`config.mk`:
```
export PLATFORM = sky130hd
export DESIGN_NAME = rx_8b9b
export DESIGN_NICKNAME = d
export VERILOG_FILES = /design/src/rtl/rx_8b9b.sv
export SDC_FILE = /design/constraint.sdc
export NUM_CORES = 1
export LEC_CHECK = 0
export ABC_CLOCK_PERIOD_IN_PS = 1400
export CAP_MARGIN = 25
export CORE_UTILIZATION = 54
export DETAILED_ROUTE_END_ITERATION = 10
export GPL_TIMING_DRIVEN = 0
export PLACE_DENSITY = 0.84
export SYNTH_ARGS = -nofsm -noshare
export SYNTH_HDL_FRONTEND = slang
export SYNTH_SLANG_ARGS = --single-unit
```
`constraint.sdc`:
```
create_clock -name clk -period 1.4 [get_ports clk]
set_input_delay 0.28 -clock clk [delete_from_list [all_inputs] [get_ports clk]]
set_output_delay 0.28 -clock clk [all_outputs]
set_load 0.05 [all_outputs]
```
`src/rtl/rx_8b9b.sv`:
```
// rx_8b9b: serial receiver for the 8b9b link.
// Deserialises one line bit per clock into WORD_WIDTH-bit words and recovers
// frame boundaries from the continuation bit that follows each word.
//
// Ports:
//   clk          bit clock, rising edge
//   rst_n        synchronous active-low reset
//   data_in      serial line, idle high
//   word_out     received word, held between strobes
//   word_valid   one-cycle strobe per received word
//   frame_end    with word_valid: word is last of its frame
//   word_index   with word_valid: 0-based position in frame, saturating
//   frame_active high from start-bit detection until the stop bit is sampled
//
// state   | meaning
// HUNT    | after reset; wait for a genuine high line level
// IDLE    | line idle; wait for a start bit
// RECEIVE | shifting in data bits, LSB first
// CHECK   | sampling continuation bit; present the word
module rx_8b9b #(
  parameter int WORD_WIDTH  = 8,
  parameter int SYNC_STAGES = 2,
  parameter int COUNT_WIDTH = 8
) (
  input  logic                   clk,
  input  logic                   rst_n,
  input  logic                   data_in,
  output logic [WORD_WIDTH-1:0]  word_out,
  output logic                   word_valid,
  output logic                   frame_end,
  output logic [COUNT_WIDTH-1:0] word_index,
  output logic                   frame_active
);

  localparam int CNT_W = $clog2(WORD_WIDTH);
  localparam logic [CNT_W-1:0]       CNT_LOAD = CNT_W'(WORD_WIDTH - 1);
  localparam logic [COUNT_WIDTH-1:0] IDX_MAX  = '1;

  typedef enum logic [1:0] {HUNT, IDLE, RECEIVE, CHECK} state_t;

  logic s;
  logic s_ok;

  // The synchroniser flops come out of reset high, so their first outputs
  // do not reflect the line. A parallel valid chain marks when s has been
  // refilled from data_in; until then HUNT ignores s, so a line held low
  // across reset is never mistaken for idle followed by a start bit.
  generate
    if (SYNC_STAGES == 0) begin : g_raw
      assign s    = data_in;
      assign s_ok = 1'b1;
    end else begin : g_sync
      logic [SYNC_STAGES-1:0] sync_q;
      logic [SYNC_STAGES-1:0] ok_q;

      always_ff @(posedge clk) begin
        if (!rst_n) begin
          sync_q <= '1;
          ok_q   <= '0;
        end else begin
          sync_q[0] <= data_in;
          ok_q[0]   <= 1'b1;
          for (int i = 1; i < SYNC_STAGES; i++) begin
            sync_q[i] <= sync_q[i-1];
            ok_q[i]   <= ok_q[i-1];
          end
        end
      end

      assign s    = sync_q[SYNC_STAGES-1];
      assign s_ok = ok_q[SYNC_STAGES-1];
    end
  endgenerate

  state_t                 state_q, state_d;
  logic [WORD_WIDTH-1:0]  shift_q, shift_d;
  logic [CNT_W-1:0]       cnt_q, cnt_d;
  logic [COUNT_WIDTH-1:0] idx_q, idx_d;
  logic [WORD_WIDTH-1:0]  word_d;
  logic                   valid_d;
  logic                   end_d;
  logic [COUNT_WIDTH-1:0] windex_d;
  logic                   active_d;

  always_ff @(posedge clk) begin
    if (!rst_n) begin
      state_q      <= HUNT;
      shift_q      <= '0;
      cnt_q        <= '0;
      idx_q        <= '0;
      word_out     <= '0;
      word_valid   <= 1'b0;
      frame_end    <= 1'b0;
      word_index   <= '0;
      frame_active <= 1'b0;
    end else begin
      state_q      <= state_d;
      shift_q      <= shift_d;
      cnt_q        <= cnt_d;
      idx_q        <= idx_d;
      word_out     <= word_d;
      word_valid   <= valid_d;
      frame_end    <= end_d;
      word_index   <= windex_d;
      frame_active <= active_d;
    end
  end

  always_comb begin
    state_d  = state_q;
    shift_d  = shift_q;
    cnt_d    = cnt_q;
    idx_d    = idx_q;
    word_d   = word_out;
    valid_d  = 1'b0;
    end_d    = frame_end;
    windex_d = word_index;
    active_d = frame_active;

    case (state_q)
      HUNT: begin
        if (s_ok && s) state_d = IDLE;
      end
      IDLE: begin
        if (!s) begin
          cnt_d    = CNT_LOAD;
          idx_d    = '0;
          active_d = 1'b1;
          state_d  = RECEIVE;
        end
      end
      RECEIVE: begin
        shift_d = {s, shift_q[WORD_WIDTH-1:1]};
        cnt_d   = cnt_q - CNT_W'(1);
        if (cnt_q == '0) state_d = CHECK;
      end
      CHECK: begin
        word_d   = shift_q;
        valid_d  = 1'b1;
        end_d    = s;
        windex_d = idx_q;
        if (!s) begin
          // continuation bit low doubles as the next word's start bit
          cnt_d = CNT_LOAD;
          if (idx_q != IDX_MAX) idx_d = idx_q + COUNT_WIDTH'(1);
          state_d = RECEIVE;
        end else begin
          active_d = 1'b0;
          state_d  = IDLE;
        end
      end
      default: state_d = HUNT;
    endcase
  end

endmodule

```
==> reports/qor.txt <==
Pwr Total -> 2010 µW
Mux share of post-synthesis cell area -> 0
Post-synthesis register bit count -> 44
Via count -> 1489
FFs w/ async S/R, synth -> 0
Initial core utilization -> 0.572
Met2 Wirelength -> 1620 µm
Worst-path cell with the longest stage delay -> clkdlybuf4s15_2
Critical Path Start Type -> flop
Die ar. -> 0.00349 mm²
Row cnt -> 20
Most common cell after layout, fill and taps aside -> nand2_1
Clock Pin Slew Worst Setup and Hold Paths -> 120 ps
FF+latch area -> 893 µm²
HPWL Detailed -> 2340 µm
Die Ht -> 59.1 µm
Final WL -> 3640 µm
Critical Path RT -> 1120 ps
Post-Syn Nets -> 214
Worst Tran Pin Value -> 433 ps
Sink Count -> 44
CP cell instances -> clkdlybuf4s15_2
Vias in the first global route -> 1359
Predominant post-synthesis flop cell -> dfxtp_1
CTS tree -> yes
Power Density -> 941 mW/mm²
Most frequent cells in the layout -> nand2_1 (58), dfxtp_1 (38), a21boi_0 (23), a21oi_1 (12)
Drt wl/cell -> 12.9 µm
Crit path capture type -> output pin
Post-Route M1 WL -> 1790 µm
# IOs -> 22
DRT Pass-1 Iters -> 4
Kind of critical path -> flop to output pin
Final Setup Violations -> 0
Sequential share of power -> 0.631
Final hold violations -> 0
Worst skew pair latency -> 370 ps
GPL Wtd Cong -> 0.907
Metal3 WL -> 161 µm
Simple-gate portion of the synthesized area -> 0.222
Post-Synth Adder-Cell Area -> 0.0213
Top routing layer used -> met4
Int Power -> 1540 µW
Largest net degree at the start of global routing -> 14
Worst Path Buf+Inv -> 1
Status -> complete, no violations
Initial antenna violation count -> 0
Post-Synth XOR/XNOR Area -> 0.00498
First-pass GRT wire length -> 6250 µm
Distinct cells, synth -> 30
GR Overflow Total -> 0
Hold buffer count at CTS -> 0
Synth warnings -> 0
CTS root buf -> clkbuf_4
Worst min-delay path class -> flop to flop
Cell family with most CP delay -> buffers and inverters
Slew margin rel. -> 0.711
Max-cap viol count -> 0
Syn_area_per_cell -> 8.46 µm²
Leak -> 0.000745 µW
Fill count -> 277
Clock Power Share -> 0.326
1st-iter DRT viols -> 65
Final std cells w/o fill -> 283
Ant. Diodes -> 0
Hold WS -> 420 ps
Core Box Area -> 0.00308 mm²
Nets -> 244
Placed cell count -> 273
Clock buffer depth -> 2
Switching Share -> 0.234
Cells after synthesis -> 208
Die X-Extent -> 59.1 µm
Num CTS Buffers -> 5
Port bufs -> 21
Fmax -> 0.730 GHz
Main combinational cell family by area after synthesis -> simple AND/OR/NAND/NOR gates
Tot GR Track Use -> 0.243
CP max FO -> 2
Skew final -> 8.16 ps
Antenna Nets Post-Route -> 0
Worst Path Arrival -> 1090 ps
Max-slew violations -> 0
Post-Syn Area -> 0.00176 mm²
Max incr delay on CP -> 370 ps
Layout cell share with drive strength beyond 1 -> 0.218
Worst IR Drop VDD -> 747 µV
Synth Area in Compound Gates -> 0.209
Layout area overhead -> 21.2%
Post-route DRC -> 0
H-tree depth -> 2
Minimum clock period -> 1370 ps
NetSw -> 470 µW
Fin crit share -> 0.978
Post-synth EDFFs -> 0
Footprint of the multi-input gates -> 825 µm²
Combinational share of power -> 0.043
Post-synthesis sequential area ratio -> 0.500
Vias/cell -> 5.26
## synthesized netlist by cell type (3+ instances only)
library cell / n / area (µm²)
a21boi_0: 25 / 188
a21oi_1: 12 / 60.1
and2_1: 3 / 18.8
buf_2: 6 / 30.0
clkbuf_1: 6 / 22.5
dfxtp_1: 44 / 881
ha_1: 3 / 37.5
inv_1: 5 / 18.8
nand2_1: 58 / 218
nand2b_1: 5 / 31.3
nand3_1: 4 / 20.0
nor2_1: 5 / 18.8
nor2b_1: 3 / 18.8
o21ai_0: 7 / 35.0
## path summary, 6_finish.rpt
| check | start | end | slack, ps | depth (start not counted) |
|---|---|---|---|---|
| max | word_index[2] | word_index[2] | 30 | 1 |
| min | g_sync.sync_q[0] | g_sync.sync_q[1] | 420 | 1 |
| max reg2reg | idx_q[1] | idx_q[1] | 50 | 5 |
| min reg2reg | g_sync.sync_q[0] | g_sync.sync_q[1] | 420 | 1 |
## power by group through the flow
| stage | registers, µW | logic, µW | clock network [µW] |
|---|---|---|---|
| after CTS | 1270 | 85.3 | 657 |
| after detailed placement | 1300 | 84.4 | 0 |
| final | 1270 | 86.5 | 654 |
| after global placement | 1300 | 81.4 | 0 |
| after floorplan | 1300 | 54.5 | 0 |
| after global routing | 1270 | 96.5 | 707 |
## timing repair
| action | in CTS | in global routing |
|---|---|---|
| buffers inserted | 2 | 2 |
| endpoints found under the setup margin | 24 | 31 |
| pin swaps | 2 | 5 |
| gates resized for setup | 61 | 36 |
| gates cloned | 0 | 0 |
## logic make-up after synthesis
family / count (synthesis)
compound gates: 54
xor+xnor: 1
fa+ha+maj: 3
buf+inv: 18
flops: 44
simple gates: 88
## per-layer routing
| layer | up-vias | global-route usage |
|---|---|---|
| met5 | - | 0 |
| met4 | 0 | 0.112 |
| met3 | 8 | 0.0459 |
| met2 | 32 | 0.367 |
| met1 | 693 | 0.337 |
| li1 | 756 | - |
## layout make-up
class,count,area share
plain buffers,10,0.0276
clock buffers,6,0.0240
clock inverters,2,0.00469
inverters,6,0.0106
multi-input cells,146,0.387
flip-flops and latches,44,0.419
well taps,44,0.0258
repair buffers,25,0.102
## state kept, by name (all words and copies together) (netlist names)
signal / cells
shift_q: 8
word_valid: 1
word_out: 8
frame_active: 1
idx_q: 8
g_sync.ok_q: 2
cnt_q: 3
word_index: 8
frame_end: 1
state_q: 2
g_sync.sync_q: 2
## stage by stage
step	setup WS [ps]	util	TNS (ps)	cell area [µm²]
2_1_floorplan	118	-	0	1760
3_3_place_gp	-206	0.658	-4870	2030
3_5_place_dp	-237	0.658	-5980	2030
4_1_cts	4.35	0.689	0	2120
5_1_grt	-29.6	0.693	-36.9	2130
6_report	30.5	0.693	0	2130
(Power assumes the default switching activity.)
